==> src/rtl/logic_unit_arbiter_pkg.sv <==
`default_nettype none
// ============================================================================
// Module   : logic_unit_arbiter_pkg
// Purpose  : Shared opcode, requester-ID and output-stage state definitions
//            for the two-requester shared 16-bit logic unit.
// Contents : logic_op_t   - 2-bit opcode type
//            LOGIC_OR / LOGIC_AND / LOGIC_XOR / LOGIC_ANDN opcode constants
//            REQ0 / REQ1  - requester ID constants
//            out_state_e  - output register state (EMPTY / FULL)
// Revision : 1.0 - initial release
// ============================================================================
package logic_unit_arbiter_pkg;

  typedef logic [1:0] logic_op_t;

  localparam logic_op_t LOGIC_OR   = 2'b00;
  localparam logic_op_t LOGIC_AND  = 2'b01;
  localparam logic_op_t LOGIC_XOR  = 2'b10;
  localparam logic_op_t LOGIC_ANDN = 2'b11;

  localparam logic REQ0 = 1'b0;
  localparam logic REQ1 = 1'b1;

  typedef enum logic [0:0] {
    OUT_EMPTY = 1'b0,
    OUT_FULL  = 1'b1
  } out_state_e;

endpackage : logic_unit_arbiter_pkg
`default_nettype wire

==> src/rtl/logic_unit_arbiter_logic16_unit.sv <==
`default_nettype none
// ============================================================================
// Module   : logic16_unit
// Purpose  : Purely combinational bitwise logic unit (OR / AND / XOR / ANDN).
//            No carry and no flags; every result bit depends only on the
//            matching operand bits.
// Ports    : op     in  2      opcode (logic_op_t)
//            a      in  WIDTH  operand A
//            b      in  WIDTH  operand B
//            result out WIDTH  op(a, b)
// Revision : 1.0 - initial release
// ============================================================================
module logic16_unit
  import logic_unit_arbiter_pkg::*;
#(
  parameter int WIDTH = 16
) (
  input  logic_op_t        op,
  input  logic [WIDTH-1:0] a,
  input  logic [WIDTH-1:0] b,
  output logic [WIDTH-1:0] result
);

  always_comb begin
    result = '0;
    case (op)
      LOGIC_OR:   result = a | b;
      LOGIC_AND:  result = a & b;
      LOGIC_XOR:  result = a ^ b;
      LOGIC_ANDN: result = a & ~b;
      default:    result = '0;
    endcase
  end

endmodule : logic16_unit
`default_nettype wire

==> src/rtl/logic_unit_arbiter.sv <==
`default_nettype none
// ============================================================================
// Module   : logic_unit_arbiter
// Purpose  : Shares one bitwise logic unit between two valid/ready
//            requesters. A round-robin arbiter selects one request per cycle;
//            the result is captured in a single output register tagged with
//            the owning requester ID and honours consumer back-pressure.
//            Capture and drain may coincide, sustaining 1 op/cycle.
// Ports    : clk, rst_n (async, active low)
//            req0_valid/ready/op/a/b - requester 0
//            req1_valid/ready/op/a/b - requester 1
//            rsp_valid/ready/id/data - response
//            rsp_zero                - result-is-zero flag (optional)
// Options  : LOGIC_UNIT_ARBITER_ZERO_FLAG_EN - when defined, adds the
//            registered rsp_zero output.
// Revision : 1.0 - initial release
// ============================================================================
module logic_unit_arbiter
  import logic_unit_arbiter_pkg::*;
#(
  parameter int WIDTH = 16
) (
  input  logic             clk,
  input  logic             rst_n,
  input  logic             req0_valid,
  output logic             req0_ready,
  input  logic [1:0]       req0_op,
  input  logic [WIDTH-1:0] req0_a,
  input  logic [WIDTH-1:0] req0_b,
  input  logic             req1_valid,
  output logic             req1_ready,
  input  logic [1:0]       req1_op,
  input  logic [WIDTH-1:0] req1_a,
  input  logic [WIDTH-1:0] req1_b,
  output logic             rsp_valid,
  input  logic             rsp_ready,
  output logic             rsp_id,
  output logic [WIDTH-1:0] rsp_data
`ifdef LOGIC_UNIT_ARBITER_ZERO_FLAG_EN
  ,
  output logic             rsp_zero
`endif
);

  out_state_e       state;
  logic             last_grant;
  logic             can_accept;
  logic             grant;
  logic             handshake;
  logic_op_t        sel_op;
  logic [WIDTH-1:0] sel_a;
  logic [WIDTH-1:0] sel_b;
  logic [WIDTH-1:0] result;

  // A result can be captured when the register is empty or is being drained
  // in this very cycle.
  assign can_accept = (state == OUT_EMPTY) || rsp_ready;

  // Round-robin: on contention the requester that did not win last goes.
  always_comb begin
    grant = REQ0;
    if (req0_valid && req1_valid) grant = ~last_grant;
    else if (req1_valid)          grant = REQ1;
    else                          grant = REQ0;
  end

  assign req0_ready = can_accept && (grant == REQ0) && req0_valid;
  assign req1_ready = can_accept && (grant == REQ1) && req1_valid;
  assign handshake  = req0_ready || req1_ready;

  // Operand steering follows the grant so the single unit serves the winner.
  assign sel_op = (grant == REQ1) ? req1_op : req0_op;
  assign sel_a  = (grant == REQ1) ? req1_a  : req0_a;
  assign sel_b  = (grant == REQ1) ? req1_b  : req0_b;

  logic16_unit #(
    .WIDTH (WIDTH)
  ) u_logic16_unit (
    .op     (sel_op),
    .a      (sel_a),
    .b      (sel_b),
    .result (result)
  );

  // Output-stage FSM with registered outputs. rsp_data/rsp_id keep their
  // last values after a drain; only rsp_valid falls.
  always_ff @(posedge clk or negedge rst_n) begin
    if (!rst_n) begin
      state      <= OUT_EMPTY;
      rsp_valid  <= 1'b0;
      rsp_data   <= '0;
      rsp_id     <= REQ0;
      last_grant <= REQ1;
`ifdef LOGIC_UNIT_ARBITER_ZERO_FLAG_EN
      rsp_zero   <= 1'b1;
`endif
    end else begin
      case (state)
        OUT_EMPTY: begin
          if (handshake) begin
            state      <= OUT_FULL;
            rsp_valid  <= 1'b1;
            rsp_data   <= result;
            rsp_id     <= grant;
            last_grant <= grant;
`ifdef LOGIC_UNIT_ARBITER_ZERO_FLAG_EN
            rsp_zero   <= ~|result;
`endif
          end
        end
        OUT_FULL: begin
          if (handshake) begin
            // Drain and refill in the same edge.
            state      <= OUT_FULL;
            rsp_valid  <= 1'b1;
            rsp_data   <= result;
            rsp_id     <= grant;
            last_grant <= grant;
`ifdef LOGIC_UNIT_ARBITER_ZERO_FLAG_EN
            rsp_zero   <= ~|result;
`endif
          end else if (rsp_ready) begin
            state     <= OUT_EMPTY;
            rsp_valid <= 1'b0;
          end
        end
        default: begin
          state     <= OUT_EMPTY;
          rsp_valid <= 1'b0;
        end
      endcase
    end
  end

endmodule : logic_unit_arbiter
`default_nettype wire

==> config.mk <==
export PLATFORM = sky130hd
export DESIGN_NAME = logic_unit_arbiter
export DESIGN_NICKNAME = d
export VERILOG_FILES = /design/src/rtl/logic_unit_arbiter_pkg.sv /design/src/rtl/logic_unit_arbiter_logic16_unit.sv /design/src/rtl/logic_unit_arbiter.sv
export SDC_FILE = /design/constraint.sdc
export NUM_CORES = 1
export LEC_CHECK = 0
export ABC_AREA = 1
export CORE_ASPECT_RATIO = 2
export CORE_MARGIN = 1
export CORE_UTILIZATION = 23
export CTS_CLUSTER_DIAMETER = 50
export DETAILED_ROUTE_END_ITERATION = 6
export PLACE_DENSITY_LB_ADDON = 0.12
export SLEW_MARGIN = 10
export SYNTH_ARGS = -nofsm -noshare
export SYNTH_HDL_FRONTEND = slang
export SYNTH_SLANG_ARGS = --single-unit
==> constraint.sdc <==
create_clock -name clk -period 2.29 [get_ports clk]
set_input_delay 0.458 -clock clk [delete_from_list [all_inputs] [get_ports clk]]
set_output_delay 0.458 -clock clk [all_outputs]
set_load 0.02 [all_outputs]
After elaboration in Yosys (flattened, before gate mapping)

Cells that the tools add are included.

Reduce and logical (&&, ||, !) cells: 9
Bitwise operators: 8
Equal/unequal tests: 5
Mux-type cells: 16

Operator list:

| kind                 | count |
|---|---|
| $pmux W16 S4         | 1 |
| $mux W16             | 3 |
| $and A16 B16 Y16     | 2 |
| $not A16 Y16         | 1 |
| $or A16 B16 Y16      | 1 |
| $xor A16 B16 Y16     | 1 |
| $mux W1              | 9 |
| $logic_and A1 B1 Y1  | 5 |
| $eq A2 B2 Y1 const B | 2 |
| $pmux W1 S2          | 2 |
| $ne A3 B2 Y1 const B | 1 |
| $not A1 Y1           | 3 |
| $eq A2 B1 Y1 const B | 1 |
| $logic_not A2 Y1     | 1 |
| $logic_or A1 B1 Y1   | 2 |
| $mux W2              | 1 |
| $ne A2 B2 Y1 const B | 1 |
| $reduce_and A2 Y1    | 1 |

Word-level logic and storage cells: 43
Register bits: 20
Output and inout bits: 20

Logic depth before layout (Yosys ltp)

Gate-level depths: netlist of the first run.

Word-level depth: 8
Mapped depth: 13

Modules after synthesis

A second synthesis of the first run with hierarchy kept.

Cells, all modules: 422
Area, all modules: 2441.1 sq um

Modules (own cells, without submodules):

| module             | cells each | area each (sq um) | seq. area each (sq um) | times used |
|---|---|---|---|---|
| logic_unit_arbiter | 202        | 1325.0            | 501.7                  | 1 |
| logic16_unit       | 220        | 1116.1            | 0.0                    | 1 |

Worst setup path before layout of the first run

No wires, ideal clock.

Path kind: flip-flop to flip-flop
From: register last_grant
To: register rsp_data[5]
Path buffers: 2
Required time: 2.173 ns
Stages on the path, launching flop included: 13
Setup slack: 0.518 ns
Arrival: 1.655 ns
Setup time: 0.117 ns
Cell sequence: dfstp_2 nand2_2 nand2_2 buf_6 buf_2 nand2_1 o21ai_1 inv_1 ha_1 nand3_1 nand3_1 nor2_1 nor2_1

Longest elaborated chain between the ends: 7
Elaborated cells on any way between the ends: 22

Ends and longest elaborated chain:

| element                | RTL line                                             | text |
|---|---|---|
| start, declared        | logic_unit_arbiter.sv:46                             | `logic last_grant;` |
| start signal, assigned | logic_unit_arbiter.sv:105                            | `last_grant <= grant;` |
| start signal, assigned | logic_unit_arbiter.sv:118                            | `last_grant <= grant;` |
| $not A1 Y1 (*)         | logic_unit_arbiter.sv:62                             | `if (req0_valid && req1_valid) grant = ~last_grant;` |
| $mux W1 (*)            | logic_unit_arbiter.sv:62                             |  |
| $mux W16               | logic_unit_arbiter.sv:74                             | `assign sel_b = (grant == REQ1) ? req1_b : req0_b;` |
| $not A16 Y16           | logic_unit_arbiter_logic16_unit.sv:30                | `LOGIC_ANDN: result = a & ~b;` |
| $and A16 B16 Y16       | logic_unit_arbiter_logic16_unit.sv:30                |  |
| $pmux W16 S4           | logic_unit_arbiter_logic16_unit.sv:26                | `case (op)` |
| $mux W16               | logic_unit_arbiter.sv:100, logic_unit_arbiter.sv:112 |  |
| end signal, assigned   | logic_unit_arbiter.sv:103                            | `rsp_data <= result;` |
| end signal, assigned   | logic_unit_arbiter.sv:116                            | `rsp_data <= result;` |
| end, declared          | logic_unit_arbiter.sv:38                             | `output logic [WIDTH-1:0] rsp_data` |

Mark *: on every way between the ends. The rest lies on a longest branch, timed or not. The select of a mux whose other input is x is not followed.
A chain may end at the register's enable or synchronous reset.

Worst setup path in the final report of the first run

From: input port req1_valid
To: register rsp_data[4]

Longest elaborated chain between the ends: 7
Elaborated cells on any way between the ends: 23

Ends and longest elaborated chain:

| element                                        | RTL line                                             | text |
|---|---|---|
| start, declared                                | logic_unit_arbiter.sv:30                             | `input logic req1_valid,` |
| $mux W1 or $logic_and A1 B1 Y1 (tied branches) | logic_unit_arbiter.sv:63, logic_unit_arbiter.sv:62   |  |
| $mux W1                                        | logic_unit_arbiter.sv:62                             |  |
| $mux W16                                       | logic_unit_arbiter.sv:74                             |  |
| $not A16 Y16                                   | logic_unit_arbiter_logic16_unit.sv:30                |  |
| $and A16 B16 Y16                               | logic_unit_arbiter_logic16_unit.sv:30                |  |
| $pmux W16 S4                                   | logic_unit_arbiter_logic16_unit.sv:26                |  |
| $mux W16                                       | logic_unit_arbiter.sv:100, logic_unit_arbiter.sv:112 |  |

Parallel ways exist; a longest one is shown, timed or not. The select of a mux whose other input is x is not followed.

==> reports/results.ini, run 1 <==
[route]
wl_per_cell_um=11.30
avgViaCountPerCell=4.276
drt-initial-drc-count=132
vias=2963
ant_nets=0
post-route-drc-count=0
routed_wl_mm=7.830
dr.pass1.iters=5

[logic_synthesis]
ys_seq_area_share_pct=19.54
synthDistinctLibCells=14
synth_top_area_share_pct=25.00
syn_avg_cell_area_um2=5.581
syn_nets=549
synth_area_um2=2567
synth_top_area_cell=nand2_1
ys_seq_elements=20
synth_area_leaders=nand2_1 (25%), dfrtp_1 (19%), nand3_1 (12%), inv_1 (9.8%), ha_1 (7.8%)
synthCells=460
yosysWarnings=0

[floorplanning]
start_util_pct=23.60
die-area_um2=11620
rows=54
core_area_um2=10880
pin_count=93
die_w_um=76.71
die_y_um=151.4

[setup_path]
cp_max_fo=39
crit_path_start_kind=primary input
required_ps=2440
critical_path_class=in2reg
crit_arrival_ps=2280
cp-end-kind=flip-flop

[pwr]
leakage_nw=2.041
powerDensity_nw_per_um2=612.2
ir_drop_mv=0.2966

[placed_design]
place.gp.congestion=0.7378
placed_cells=688
portBuffers=92
hpwl_mm=6.252

[global_route]
grt_pass1_wl_mm=12.79
grt_pass1_vias=2709
grt_util_all_layers_pct=13.80
grt_overflow=0
grt_max_degree=40
grt_antenna_before_repair=0

[clock_tree]
clock_sinks=20
post_cts.repair.setup_buffers=0
cts_inserted_buffers=3
cts_root_buf=clkbuf_16
clk_latency_ps=250
clk_pin_slew_ps=60
cts_tree=built
clk_path_buf_depth=2
cts_htree_levels=1

[sta]
slew_violations=0
finalCritPeriodShare_pct=93.20
max_slew_margin_pct=74.14
worst_pin_slew_ps=388.0
fin_skew_ps=2.416
setup_viol=0
max_clock_freq_mhz=468.5
hold_slack_ps=478.5
hold_violations=0
layout_min_cycle_time_ps=2134

[final_layout]
n_antenna_cell=0
nets=643
drive_above_1_share_pct=6.510
area_growth_pct=49.17
instances_no_fill=693

[status]
outcome=completed

[flow_run]
maxCapViolations=0

[worst_hold_path]
hp-class=reg2reg

## cells in the final DEF (no fill, tap or decap)
cell / netlist / final
dfrtp_1: 19 / 19
nand3_1: 60 / 60
clkdlybuf4s50_1: 0 / 90
buf_12: 0 / 5
dfstp_2: 1 / 1
clkbuf_8: 0 / 1
nand2_2: 5 / 4
nand3b_1: 24 / 24
inv_1: 67 / 66
o21ai_1: 6 / 7
o21ai_2: 0 / 1
o21ai_0: 12 / 10
ha_1: 16 / 16
nand2_4: 0 / 1
clkinvlp_4: 0 / 2
nand2_1: 171 / 171
clkbuf_16: 0 / 3
nor2_1: 52 / 52
dlygate4sd2_1: 0 / 2
buf_4: 6 / 18
## kinds of logic (layout without fill, tap and decap cells)
| kind of cell | count (synthesis) | in the layout | synth area share [%] |
|---|---|---|---|
| flip-flops | 20 | 20 | 19.54 |
| AND/OR/NAND/NOR | 312 | 312 | 52.53 |
| AO/OA/AOI/OAI | 18 | 18 | 3.509 |
| buffers and inverters | 94 | 187 | 16.62 |
| adder cells (fa/ha/maj) | 16 | 16 | 7.797 |
## state kept, by name (all words and copies together) (netlist names)
| signal | flops |
|---|---|
| last_grant | 1 |
| rsp_data | 16 |
| rsp_id | 1 |
| rsp_valid | 1 |
| state | 1 |
## stage by stage
stage / power (mW) / utilization, % / area (um2) / TNS (ps) / setup WS, ps
final: 2.345 / 35.21 / 3830 / 0 / 155.6
after floorplan: 1.354 / - / 2567 / 0 / 518.0
after detailed placement: 1.970 / 34.23 / 3724 / -1435 / -140.5
after global placement: 1.948 / 34.23 / 3724 / -1158 / -141.4
after global routing: 2.560 / 35.21 / 3830 / -8.352 / -8.352
after CTS: 2.374 / 35.02 / 3810 / 0 / 132.0
## critical path, cell delays in order
cell	delay, ps
clkdlybuf4s50_1	520
buf_4	370
nand3_1	200
nand2_4	170
clkinvlp_4	200
nand2_1	100
nor2_1	50
nor2_1	140
nor2_1	50
## what timing repair did
action                                  in CTS  in global routing
endpoints found under the setup margin       2                  6
gates cloned                                 0                  1
pin swaps                                    0                  0
endpoints found under the hold margin        0                  0
hold buffers                                 0                  0
gates resized for setup                      2                  6
## power breakdown
group | total [mW] | internal, mW | leakage (nW) | switching (mW)
sequential | 0.551 | 0.482 | 0.231 | 0.0690
combinational | 1.40 | 0.641 | 1.77 | 0.754
clock | 0.398 | 0.266 | 0.0442 | 0.131
## per-layer routing
layer  vias up  global-route usage [%]  wire (um)  part of all wire [%]
met1      1310                   17.03       3506                    45
met5         -                       0          0                     0
met3         5                   1.145        222                   2.8
met4         0                   5.000        102                   1.3
met2        55                   24.69       3999                    51
li1       1593                       -          -                     -
## final cells by class
class | instances | area [um2]
well taps | 140 | 175.2
multi-input cells | 346 | 1648
clock buffers | 4 | 88.84
flip-flops and latches | 20 | 501.7
inverters | 67 | 255.2
repair buffers | 115 | 1154
fillers | 1201 | 7048
repair inverters | 1 | 7.507
## cells in the mapped netlist
cell type / n
buf_2: 17
buf_4: 6
buf_6: 4
dfrtp_1: 19
dfstp_2: 1
ha_1: 16
inv_1: 67
nand2_1: 171
nand2_2: 5
nand3_1: 60
nand3b_1: 24
nor2_1: 52
o21ai_0: 12
o21ai_1: 6
## final timing paths
path                                to  startpoint  depth (start not counted)  slack, ps
min in group asynchronous       rsp_id       rst_n                          2        550
max                        rsp_data[4]  req1_valid                          9        160
min reg2reg                 last_grant  last_grant                          2        480
min                         last_grant  last_grant                          2        480
max reg2reg                rsp_data[4]  last_grant                         11        350
max in group asynchronous   last_grant       rst_n                          2       1470
Note: power is estimated with default switching activity, not from simulation.
==> run 2: changes to the inputs <==
- CTS_BUF_LIST: default -> sky130_fd_sc_hd__clkbuf_8
==> run 2 against run 1 <==
Die area unchanged. Combinational power about the same. Critical path depth increased by 2. Clock power decreased by 32%. Sequential power about the same. Non-clock buffer count unchanged. Sequential share of layout area increased by 0.15 points. Maximum frequency increased by 0.15%. Count of clock-buffer cells in the layout unchanged. Cell count unchanged. Critical path type unchanged. Critical endpoint is now rsp_data[11].
==> reports/results.ini, run 2 (synthesized netlist as in run 1, its figures left out) <==
[clock_tree]
post_cts.repair.setup_buffers=0  ; unchanged
clk_path_buf_depth=2  ; unchanged
cts_htree_levels=1  ; unchanged
clk_latency_ps=260  ; was 250 ps
hold_buffers=0  ; unchanged
clk_pin_slew_ps=70  ; was 60 ps
clock_sinks=20  ; unchanged
cts_inserted_buffers=3  ; unchanged
cts_tree=built  ; unchanged
cts_root_buf=clkbuf_8  ; was clkbuf_16

[sta]
max_slew_margin_pct=74.13  ; was 74.14%
hold_violations=0  ; unchanged
setup_slack_ps=158.8  ; was 155.6 ps
max_clock_freq_mhz=469.2  ; was 468.5 MHz
layout_min_cycle_time_ps=2131  ; was 2134 ps
fin_skew_ps=1.262  ; was 2.416 ps
slew_violations=0  ; unchanged
worst_pin_slew_ps=388.1  ; was 388.0 ps
setup_viol=0  ; unchanged
finalCritPeriodShare_pct=93.06  ; was 93.20%

[floorplanning]
core_area_um2=10880  ; unchanged
die_w_um=76.71  ; unchanged
pin_count=93  ; unchanged
die-area_um2=11620  ; unchanged
die_y_um=151.4  ; unchanged
rows=54  ; unchanged
start_util_pct=23.60  ; unchanged

[final_layout]
fillers=1207  ; was 1201
layout_common_cells=nand2_1 (171), clkdlybuf4s50_1 (90), inv_1 (66)  ; unchanged
largest_register=rsp_data  ; unchanged
instances_no_fill=693  ; unchanged
n_antenna_cell=0  ; unchanged
mostFrequentLayoutCell=nand2_1  ; unchanged
utilization_pct=34.82  ; was 35.21%
area_growth_pct=47.51  ; was 49.17%
largest_register_ffs=16  ; unchanged
nets=643  ; unchanged
drive_above_1_share_pct=6.329  ; was 6.510%

[route]
post-route-drc-count=0  ; unchanged
vias=2978  ; was 2963
avgViaCountPerCell=4.297  ; was 4.276
dr.pass1.iters=4  ; was 5
routed_wl_mm=7.828  ; was 7.830 mm
drt-initial-drc-count=108  ; was 132
wl_per_cell_um=11.30  ; about the same
ant_nets=0  ; unchanged

[pwr]
ir_drop_mv=0.2198  ; was 0.2966 mV
p_total_mw=2.213  ; was 2.345 mW
powerDensity_nw_per_um2=584.3  ; was 612.2 nW/um2
leakage_nw=2.022  ; was 2.041 nW

[flow_run]
maxCapViolations=0  ; unchanged

[global_route]
grt_util_all_layers_pct=13.79  ; was 13.80%
grt_antenna_before_repair=0  ; unchanged
grt_pass1_vias=2702  ; was 2709
grt_overflow=0  ; unchanged
grt_pass1_wl_mm=12.77  ; was 12.79 mm
grt_max_degree=40  ; unchanged

[setup_path]
cp_slowest_stage_delay_ps=520  ; about the same
crit_family=buffers and inverters  ; unchanged
crit_path_start_kind=primary input  ; unchanged
crit_chain=clkdlybuf4s50_1 -> nand2_2 -> buf_12 -> buf_4 -> o21ai_1 -> inv_1 -> ha_1 -> nand3_1 -> nand3_1 -> nor2_1 -> nor2_1  ; was clkdlybuf4s50_1 -> buf_4 -> nand3_1 -> nand2_4 -> clkinvlp_4 -> nand2_1 -> nor2_1 -> nor2_1 -> nor2_1
cp-end-kind=flip-flop  ; unchanged
required_ps=2450  ; was 2440 ps
cp_num_buf_inv=4  ; was 3
worst_path_max_delay_cell=clkdlybuf4s50_1  ; unchanged
cp_max_fo=20  ; was 39
critical_path_class=in2reg  ; unchanged
crit_arrival_ps=2290  ; was 2280 ps

[worst_hold_path]
hp-class=reg2reg  ; unchanged

[placed_design]
hpwl_mm=6.252  ; unchanged
pre_cts_slack_ps=-140.5  ; unchanged
place.gp.congestion=0.7378  ; unchanged
placed_cells=688  ; unchanged
portBuffers=92  ; unchanged

[status]
outcome=completed  ; unchanged

[run 2: cell count changes in the layout (fill, tap and decap cells not counted)]
cell / change
clkbuf_16: -3
clkbuf_8: +3
nand2_2: +1
nand2_4: -1
o21ai_1: +1
o21ai_2: -1
[run 2: area by class of cell]
class	instances	area (um2)	share of cell area, %
repair buffers	115	1154	30.46
clock buffers	4	55.05	1.454
multi-input cells	346	1639	43.28
inverters	67	255.2	6.739
flip-flops and latches	20	501.7	13.25
repair inverters	1	7.507	0.1982
well taps	140	175.2	4.625
[run 2: report_power, final]
part,switching (mW),total (mW),internal [mW]
sequential,0.0689,0.550,0.482
combinational,0.752,1.39,0.639
clock,0.118,0.271,0.153
[run 2: worst reg2reg max path: stages, from the launching register on]
cell,delay [ps]
dfstp_2,540
nand2_2,70
nand2_2,110
buf_12,160
buf_4,130
nand2_1,40
o21ai_1,130
inv_1,70
ha_1,270
nand3_1,80
nand3_1,60
nor2_1,130
nor2_1,50
[run 2: routing by layer]
layer  part of all wire (%)  up-vias  global-route usage [%]
met5                      0        -                       0
met2                     51       66                   24.64
met3                    3.3        7                  0.9639
met4                    1.8        0                   5.288
met1                     44     1312                   17.03
li1                       -     1593                       -
[run 2: path summary, 6_finish.rpt]
kind	startpoint	end	slack, ps	cells past startpoint
setup / recovery	req1_valid	rsp_data[11]	160	11
hold / removal	last_grant	last_grant	480	2
setup reg to reg	last_grant	rsp_data[11]	330	12
hold reg to reg	last_grant	last_grant	480	2
max in group asynchronous	rst_n	last_grant	1490	2
min in group asynchronous	rst_n	rsp_id	540	2
[run 2: what timing repair did]
item	4_1_cts	5_1_grt
gates resized for setup	2	4
pin swaps	0	0
setup endpoints to repair	2	5
cloned	0	1
[run 2: per-stage QoR]
stage | TNS, ps | cell area, um2 | hold slack (ps)
final | 0 | 3787 | 480.9
after global routing | -2.107 | 3787 | 497.4
after CTS | 0 | 3776 | 482.1
after detailed placement | -1435 | 3724 | 469.1
after global placement | -1158 | 3724 | 463.7
after floorplan | 0 | 2567 | 162.4
